===== config.mk =====
export PLATFORM = sky130hd
export DESIGN_NAME = btb_predictor
export DESIGN_NICKNAME = d
export VERILOG_FILES = /design/src/rtl/btb_predictor.sv
export SDC_FILE = /design/constraint.sdc
export NUM_CORES = 1
export LEC_CHECK = 0
export ABC_CLOCK_PERIOD_IN_PS = 4800
export CORE_MARGIN = 2
export CORE_UTILIZATION = 58
export CTS_BUF_LIST = sky130_fd_sc_hd__clkbuf_2 sky130_fd_sc_hd__clkbuf_4 sky130_fd_sc_hd__clkbuf_8
export CTS_CLUSTER_DIAMETER = 100
export CTS_CLUSTER_SIZE = 28
export DETAILED_ROUTE_END_ITERATION = 10
export PLACE_DENSITY = 0.85
export REMOVE_ABC_BUFFERS = 1
export SYNTH_ARGS = -nofsm -noshare
export SYNTH_HDL_FRONTEND = slang
export SYNTH_SLANG_ARGS = --single-unit

===== constraint.sdc =====
create_clock -name clk -period 4.8 [get_ports clk]
set_clock_uncertainty 0.15 [all_clocks]
set_input_delay 1.2 -clock clk [delete_from_list [all_inputs] [get_ports clk]]
set_output_delay 1.2 -clock clk [all_outputs]
set_load 0.05 [all_outputs]

===== src/rtl/btb_predictor.sv =====
// ============================================================================
//  Module      : btb_predictor
//  Description : Direct-mapped BTB with 2-bit direction counters and an
//                invalidate sweep. Optional macro BTB_STATS_EN adds counters.
//  Revision    : 1.0
// ============================================================================
`default_nettype none

module btb_predictor #(
  parameter int ENTRIES = 16
) (
  input  logic        clk,
  input  logic        rst,
  input  logic [31:0] lookup_pc,
  output logic        pred_taken,
  output logic [31:0] pred_target,
  input  logic        upd_valid,
  input  logic [31:0] upd_pc,
  input  logic [31:0] upd_target,
  input  logic        upd_taken,
  input  logic        upd_mispredict,
  input  logic        flush_req,
  output logic        busy
`ifdef BTB_STATS_EN
  ,
  output logic [31:0] stat_lookups,
  output logic [31:0] stat_hits,
  output logic [31:0] stat_mispred
`endif
);

  localparam int IDX_W = $clog2(ENTRIES);
  localparam int TAG_W = 30 - IDX_W;

  localparam logic [0:0] ST_IDLE  = 1'b0;
  localparam logic [0:0] ST_SWEEP = 1'b1;

  localparam logic [IDX_W-1:0] c_LAST_IDX = IDX_W'(ENTRIES - 1);

  logic [ENTRIES-1:0] valid_q;
  logic [TAG_W-1:0]   tag_q    [ENTRIES];
  logic [31:0]        target_q [ENTRIES];
  logic [1:0]         ctr_q    [ENTRIES];

  logic [0:0]       state_q, state_d;
  logic [IDX_W-1:0] cnt_q, cnt_d;

  logic [IDX_W-1:0] lk_idx, up_idx;
  logic [TAG_W-1:0] lk_tag, up_tag;
  logic             lk_hit, up_hit;
  logic             sweep_active;
  logic             upd_en;
  logic [1:0]       up_ctr;
  logic [1:0]       up_ctr_inc, up_ctr_dec;

  assign lk_idx = lookup_pc[IDX_W+1:2];
  assign lk_tag = lookup_pc[31:IDX_W+2];
  assign up_idx = upd_pc[IDX_W+1:2];
  assign up_tag = upd_pc[31:IDX_W+2];

  assign lk_hit = valid_q[lk_idx] && (tag_q[lk_idx] == lk_tag);
  assign up_hit = valid_q[up_idx] && (tag_q[up_idx] == up_tag);

  assign sweep_active = (state_q == ST_SWEEP);
  assign busy         = sweep_active;

  // A flush request starting in the same cycle wins over a pending update.
  assign upd_en = upd_valid && !sweep_active && !flush_req;

  assign pred_taken  = lk_hit && ctr_q[lk_idx][1] && !sweep_active;
  assign pred_target = lk_hit ? target_q[lk_idx] : 32'h0;

  assign up_ctr     = ctr_q[up_idx];
  assign up_ctr_inc = (up_ctr == 2'b11) ? 2'b11 : up_ctr + 2'b01;
  assign up_ctr_dec = (up_ctr == 2'b00) ? 2'b00 : up_ctr - 2'b01;

  always_comb begin
    state_d = state_q;
    cnt_d   = cnt_q;
    case (state_q)
      ST_IDLE: begin
        if (flush_req) begin
          state_d = ST_SWEEP;
          cnt_d   = '0;
        end
      end
      ST_SWEEP: begin
        if (cnt_q == c_LAST_IDX) begin
          state_d = ST_IDLE;
          cnt_d   = '0;
        end else begin
          cnt_d = cnt_q + 1'b1;
        end
      end
      default: begin
        state_d = ST_IDLE;
        cnt_d   = '0;
      end
    endcase
  end

  always_ff @(posedge clk or posedge rst) begin
    if (rst) begin
      state_q <= ST_IDLE;
      cnt_q   <= '0;
    end else begin
      state_q <= state_d;
      cnt_q   <= cnt_d;
    end
  end

  always_ff @(posedge clk or posedge rst) begin
    if (rst) begin
      valid_q <= '0;
    end else if (sweep_active) begin
      valid_q[cnt_q] <= 1'b0;
    end else if (upd_en && !up_hit && upd_taken) begin
      valid_q[up_idx] <= 1'b1;
    end
  end

  // Payload arrays carry no reset; valid gates every use of them.
  always_ff @(posedge clk) begin
    if (sweep_active) begin
      ctr_q[cnt_q] <= 2'b01;
    end else if (upd_en) begin
      if (up_hit) begin
        if (upd_taken) begin
          ctr_q[up_idx]    <= up_ctr_inc;
          target_q[up_idx] <= upd_target;
        end else begin
          ctr_q[up_idx] <= up_ctr_dec;
        end
      end else if (upd_taken) begin
        tag_q[up_idx]    <= up_tag;
        target_q[up_idx] <= upd_target;
        ctr_q[up_idx]    <= 2'b10;
      end
    end
  end

`ifdef BTB_STATS_EN
  logic [31:0] stat_lookups_q, stat_hits_q, stat_mispred_q;

  always_ff @(posedge clk or posedge rst) begin
    if (rst) begin
      stat_lookups_q <= '0;
      stat_hits_q    <= '0;
      stat_mispred_q <= '0;
    end else begin
      if (!sweep_active)           stat_lookups_q <= stat_lookups_q + 32'd1;
      if (lk_hit && !sweep_active) stat_hits_q    <= stat_hits_q + 32'd1;
      if (upd_valid && upd_mispredict) stat_mispred_q <= stat_mispred_q + 32'd1;
    end
  end

  assign stat_lookups = stat_lookups_q;
  assign stat_hits    = stat_hits_q;
  assign stat_mispred = stat_mispred_q;

  logic unused_ok;
  assign unused_ok = ^{lookup_pc[1:0], upd_pc[1:0]};
`else
  logic unused_ok;
  assign unused_ok = ^{upd_mispredict, lookup_pc[1:0], upd_pc[1:0]};
`endif

endmodule

`default_nettype wire


# Yosys cells after proc, flatten, opt, wreduce, memory -nomap -nowiden
# Memories as Yosys holds them, arrays and structs flattened.
# Index checks and enable logic that the tools add are counted.
# word_totals
mem_count	3
input_bits	102
reg_bits	21
wordCells	83
ramBits	960
out_inout_bits	34
# op_classes
magnitude_cmp	5
n_bitwise	7
addsub	3
muxes	41
reduce_logical	16
eq_ne	5
# mem_list
memory	depth	width	read_ports	rd_ports_with_merged_regs	wr	line	text
target_q	16	32	1	0	1	42	logic [31:0] target_q [ENTRIES];
tag_q	16	26	2	0	1	41	logic [TAG_W-1:0] tag_q [ENTRIES];
ctr_q	16	2	2	0	1	43	logic [1:0] ctr_q [ENTRIES];
# op_table
cell	n
2-to-1 mux 32 bit	2
equality test 26 bit	2
2-to-1 mux 16 bit	2
2-to-1 mux 1 bit	23
bitwise AND 16 bit	1
NOT 16 bit	1
bitwise OR 16 bit	1
less-than comparator 4 x 5 -> 1 bit, second input constant	3
2-to-1 mux 4 bit	3
logical AND 1 bit	10
2-to-1 mux 2 bit	5
binary-select mux 1 bit (select 4 bit)	2
demux 1 bit (select 4 bit)	2
>= comparator 4 x 1 -> 1 bit, second input constant	2
case mux 4 bit (2 select lines)	1
adder 4 x 1 -> 4 bit, second input constant	1
equality test 4 bit, second input constant	1
zero test 1 bit	3
bitwise OR 1 bit	3
adder 2 x 1 -> 2 bit, second input constant	1
equality test 2 bit, second input constant	1
zero test 2 bit	1
inequality test 2 bit, second input constant	1
case mux 1 bit (2 select lines)	1
4 further kinds	4

# Longest topological paths before layout
# logic_depth
depth_word	11
mapped_depth	14
depth_no_buf	9

# Worst setup path before layout
# Ideal clock, no wire load.
# synth_timing
path_kind	input to output
startpoint	input lookup_pc[2]
endpoint	output pred_target[22]
required_time_ps	3450
arrival_time_ps	4285
path_stages	10
setup_slack_ps	-835
n_path_buf	4
path_cell_list	buf_2 > buf_6 > buf_2 > mux4_2 > mux4_2 > xor2_1 > nor4_1 > nand4_1 > buf_2 > nor2b_1
# synth_via
elab_chain_len	4
elab_cells_between_ends	7
classes_between	eq/ne (1); mux (3); reduce/logical (1); memory (2)
# synth_lines
item	line	text
start, declared	14	input logic [31:0] lookup_pc,
memory (16 x 26 bit) / binary-select mux 1 bit (select 4 bit) (equally long branches)	n/a	
equality test 26 bit / 2-to-1 mux 1 bit (equally long branches)	61	assign lk_hit = valid_q[lk_idx] && (tag_q[lk_idx] == lk_tag);
logical AND 1 bit	61	
2-to-1 mux 32 bit *	71	assign pred_target = lk_hit ? target_q[lk_idx] : 32'h0;
end, declared	16	output logic [31:0] pred_target,
# Mark *: on every way between the ends. The rest lies on a longest branch, timed or not. The select of a mux whose other input is x is not followed.

# Worst setup path after layout
# layout_timing
startpoint	input lookup_pc[2]
endpoint	output pred_target[3]
# Same word-level chain as after synthesis.

==> results.toml <==
[power_and_ir_drop]
p_sw_w = 0.00336
totalPowerFinal_w = 0.0147
pwr-share-clk_pct = 23.4
p_comb_share_pct = 11.6
p_seq_share_pct = 65.0
internal_power_w = 0.0113
swShare_pct = 22.9
power_density_mw_per_mm2 = 302
p_leak_nw = 15.6
ir_worst_vdd_mv = 0.399

[die]
initial_core_util_pct = 58.4
io_pins = 136
dieHeight_um = 274
die_w_um = 274
num_rows = 99
die_area_mm2 = 0.0752
core_mm2 = 0.0726

[synthesis]
async_flop_share_pct = 2.14
synth_cell_types = 69
synthFlopType = "edfxtp_1"
syn_area_mm2 = 0.0424
synth_edf_count = 960
syn_inst = 2019
yosysTopAreaCell = "edfxtp_1"
yosysWarningCount = 0
synth.top_cell.area_share_pct = 68.0
synth_area_leaders = "edfxtp_1, mux4_2, mux2i_1, dfrtp_1, xnor2_1"
seq_area_frac_synth_pct = 69.3
ys_ff_latch = 981
avgSynthCellArea_um2 = 21.0

[route]
routed_via_density = 6.99
vias = 22900
wirelength_mm = 109
wl_per_cell_um = 33.2
drtIter0Drc = 3186
ant_nets = 0
dr.pass1.iters = 6
drc_errors = 0

[finish]
final_nets = 2405
area_growth_pct = 14.9
stdcell_area_mm2 = 0.0487
drive_gt1_share_pct = 35.2
fillers = 4419
utilization_pct = 67.1

[outcome]
status = "finished with violations"
violations = "negative setup slack"

[cts]
numCtsBuffers = 41
cts_tree = "yes"
path_clk_slew_ps = 160
max-clock-path-buffers = 3
htree_levels = 2
clock-sinks = 981
ctsRootBufferMaster = "clkbuf_8"
clock_latency_ps = 750

[sta]
setup_ws_ps = -822
relSlewSlack_pct = 46.0
fin_crit_sh_pct = 117
min_period_ps = 5620
setup_tns_ps = -26520
max_freq_mhz = 178
slew_violations = 0
hold_viol = 0
rsz0062_at_grt = "true"
worst_pin_slew_ps = 810
setup_violations = 33

[placement]
io_buffers = 130
place.gp.congestion = 0.924
hpwl_mm = 65.9
place_ws_ps = -1110
placed_area_mm2 = 0.0471

[global_route]
grt_pass1_wl_mm = 158
grt_pass1_vias = 23600
grt-ovfl-total = 0
antenna_found_initial = 6
gr-usage-all-layers_pct = 29.3
grt_max_degree = 129

[worst_setup_path]
cp.arrival_ps = 4270
end_kind = "output port"
critPathRequiredTime_ps = 3450
worstPathMaxFanout = 8
start_kind = "primary input"
crit_type = "in -> out"

[run]
cap_violations = 0

[hold_path]
min_path_type = "reg -> reg"
[cell type report]
| cell class | instances | area [um2] | share of cell area, % |
|---|---|---|---|
| sequential | 981 | 29400 | 60.3 |
| multi-input combinational | 897 | 12800 | 26.3 |
| timing repair buffer | 364 | 4460 | 9.16 |
| tap | 959 | 1200 | 2.47 |
| clock buffer | 55 | 669 | 1.38 |
| clock inverter | 7 | 114 | 0.234 |
| inverter | 14 | 52.6 | 0.108 |
| antenna | 2 | 5.00 | 0.0103 |
[layout by cell type (no fill, tap or decap), types with 12 or more instances in the layout]
cell,n
inv_1,14
nor2_1,12
nor3_2,13
clkbuf_8,42
mux2_2,16
xor2_1,19
buf_12,96
xnor2_1,27
clkbuf_4,14
buf_4,155
o22ai_1,21
nor2_4,21
dfrtp_1,21
a21oi_1,13
nand2b_1,18
clkdlybuf4s50_1,90
mux2i_1,100
mux4_2,370
nor2b_4,32
o21ai_0,23
nand2_1,36
a22oi_1,31
edfxtp_1,960
[path summary, 6_finish.rpt]
path / start / to / slack [ps] / cells after the start
setup / recovery: lookup_pc[2] / pred_target[3] / -820 / 14
hold / removal: valid_q[8] / valid_q[8] / 410 / 1
setup reg to reg: tag_q[15][23] / tag_q[10][15] / 970 / 11
hold reg to reg: valid_q[8] / valid_q[8] / 410 / 1
max in group asynchronous: rst / cnt_q[0] / 3160 / 2
min in group asynchronous: rst / cnt_q[1] / 820 / 2
[registers in the layout, indices dropped and copies added (netlist names)]
name      count
tag_q       416
ctr_q        32
busy          1
target_q    512
valid_q      16
cnt_q         4
[power by group through the flow]
stage | sequential (W) | clock (W) | combinational (W)
after floorplan | 0.00973 | 0 | 0.000782
after global placement | 0.00974 | 0 | 0.00156
after detailed placement | 0.00975 | 0 | 0.00161
after CTS | 0.00955 | 0.00344 | 0.00168
after global routing | 0.00957 | 0.00372 | 0.00180
final | 0.00956 | 0.00343 | 0.00171
[per-layer routing]
| layer | GRT usage [%] | part of all wire (%) |
|---|---|---|
| met1 | 38.5 | 35 |
| met2 | 50.3 | 52 |
| met3 | 4.48 | 9.7 |
| met4 | 10.7 | 4.2 |
| met5 | 0 | 0.076 |
[synth_stat cells (9+ instances only)]
master    count
edfxtp_1    960
mux4_2      370
mux2i_1     100
nor2b_1      40
buf_2        39
clkbuf_1     38
nand2_1      36
xnor2_1      35
nor2_1       33
a22oi_1      31
buf_1        23
o21ai_0      23
dfrtp_1      21
o22ai_1      21
xor2_1       20
nor3_1       19
nand2b_1     18
mux2_2       16
inv_1        14
a21oi_1      13
buf_4        12
buf_6        11
o32ai_1      10
and3_1        9
nor4_1        9
[worst max-delay path, stage by stage]
cell and delay (ps):
buf_16 120, buf_16 120, buf_12 130, buf_6 100
mux4_2 490, mux4_2 510, xnor2_2 240, nand4_1 180
nor4_2 210, nand4_1 220, buf_12 230, buf_16 190
nor2b_4 160, buf_12 140
[kinds of logic after synthesis]
kind of cell    synth area share, %
simple gates                   2.50
xor+xnor                       1.18
buf+inv                        1.76
mux                            22.6
compound gates                 2.60
flops                          69.3
fa+ha+maj                     0.118
[stage by stage]
| stage | std cells | hold WS (ps) |
|---|---|---|
| after floorplan | 1892 | 311 |
| after global placement | 3197 | 335 |
| after detailed placement | 3197 | 366 |
| after CTS | 3274 | 399 |
| after global routing | 3278 | 420 |
| final | 3279 | 407 |
[repair_timing]
| item | 4_1_cts | 5_1_grt |
|---|---|---|
| resized for setup | 97 | 8 |
| hold buffers | 0 | 0 |
| endpoints found under the setup margin | 33 | 33 |
| buffers inserted | 9 | 1 |
| hold endpoints to repair | 0 | 0 |
| pin swaps | 5 | 3 |
| cloned | 7 | 2 |
Power figures use the tool's default switching activity.
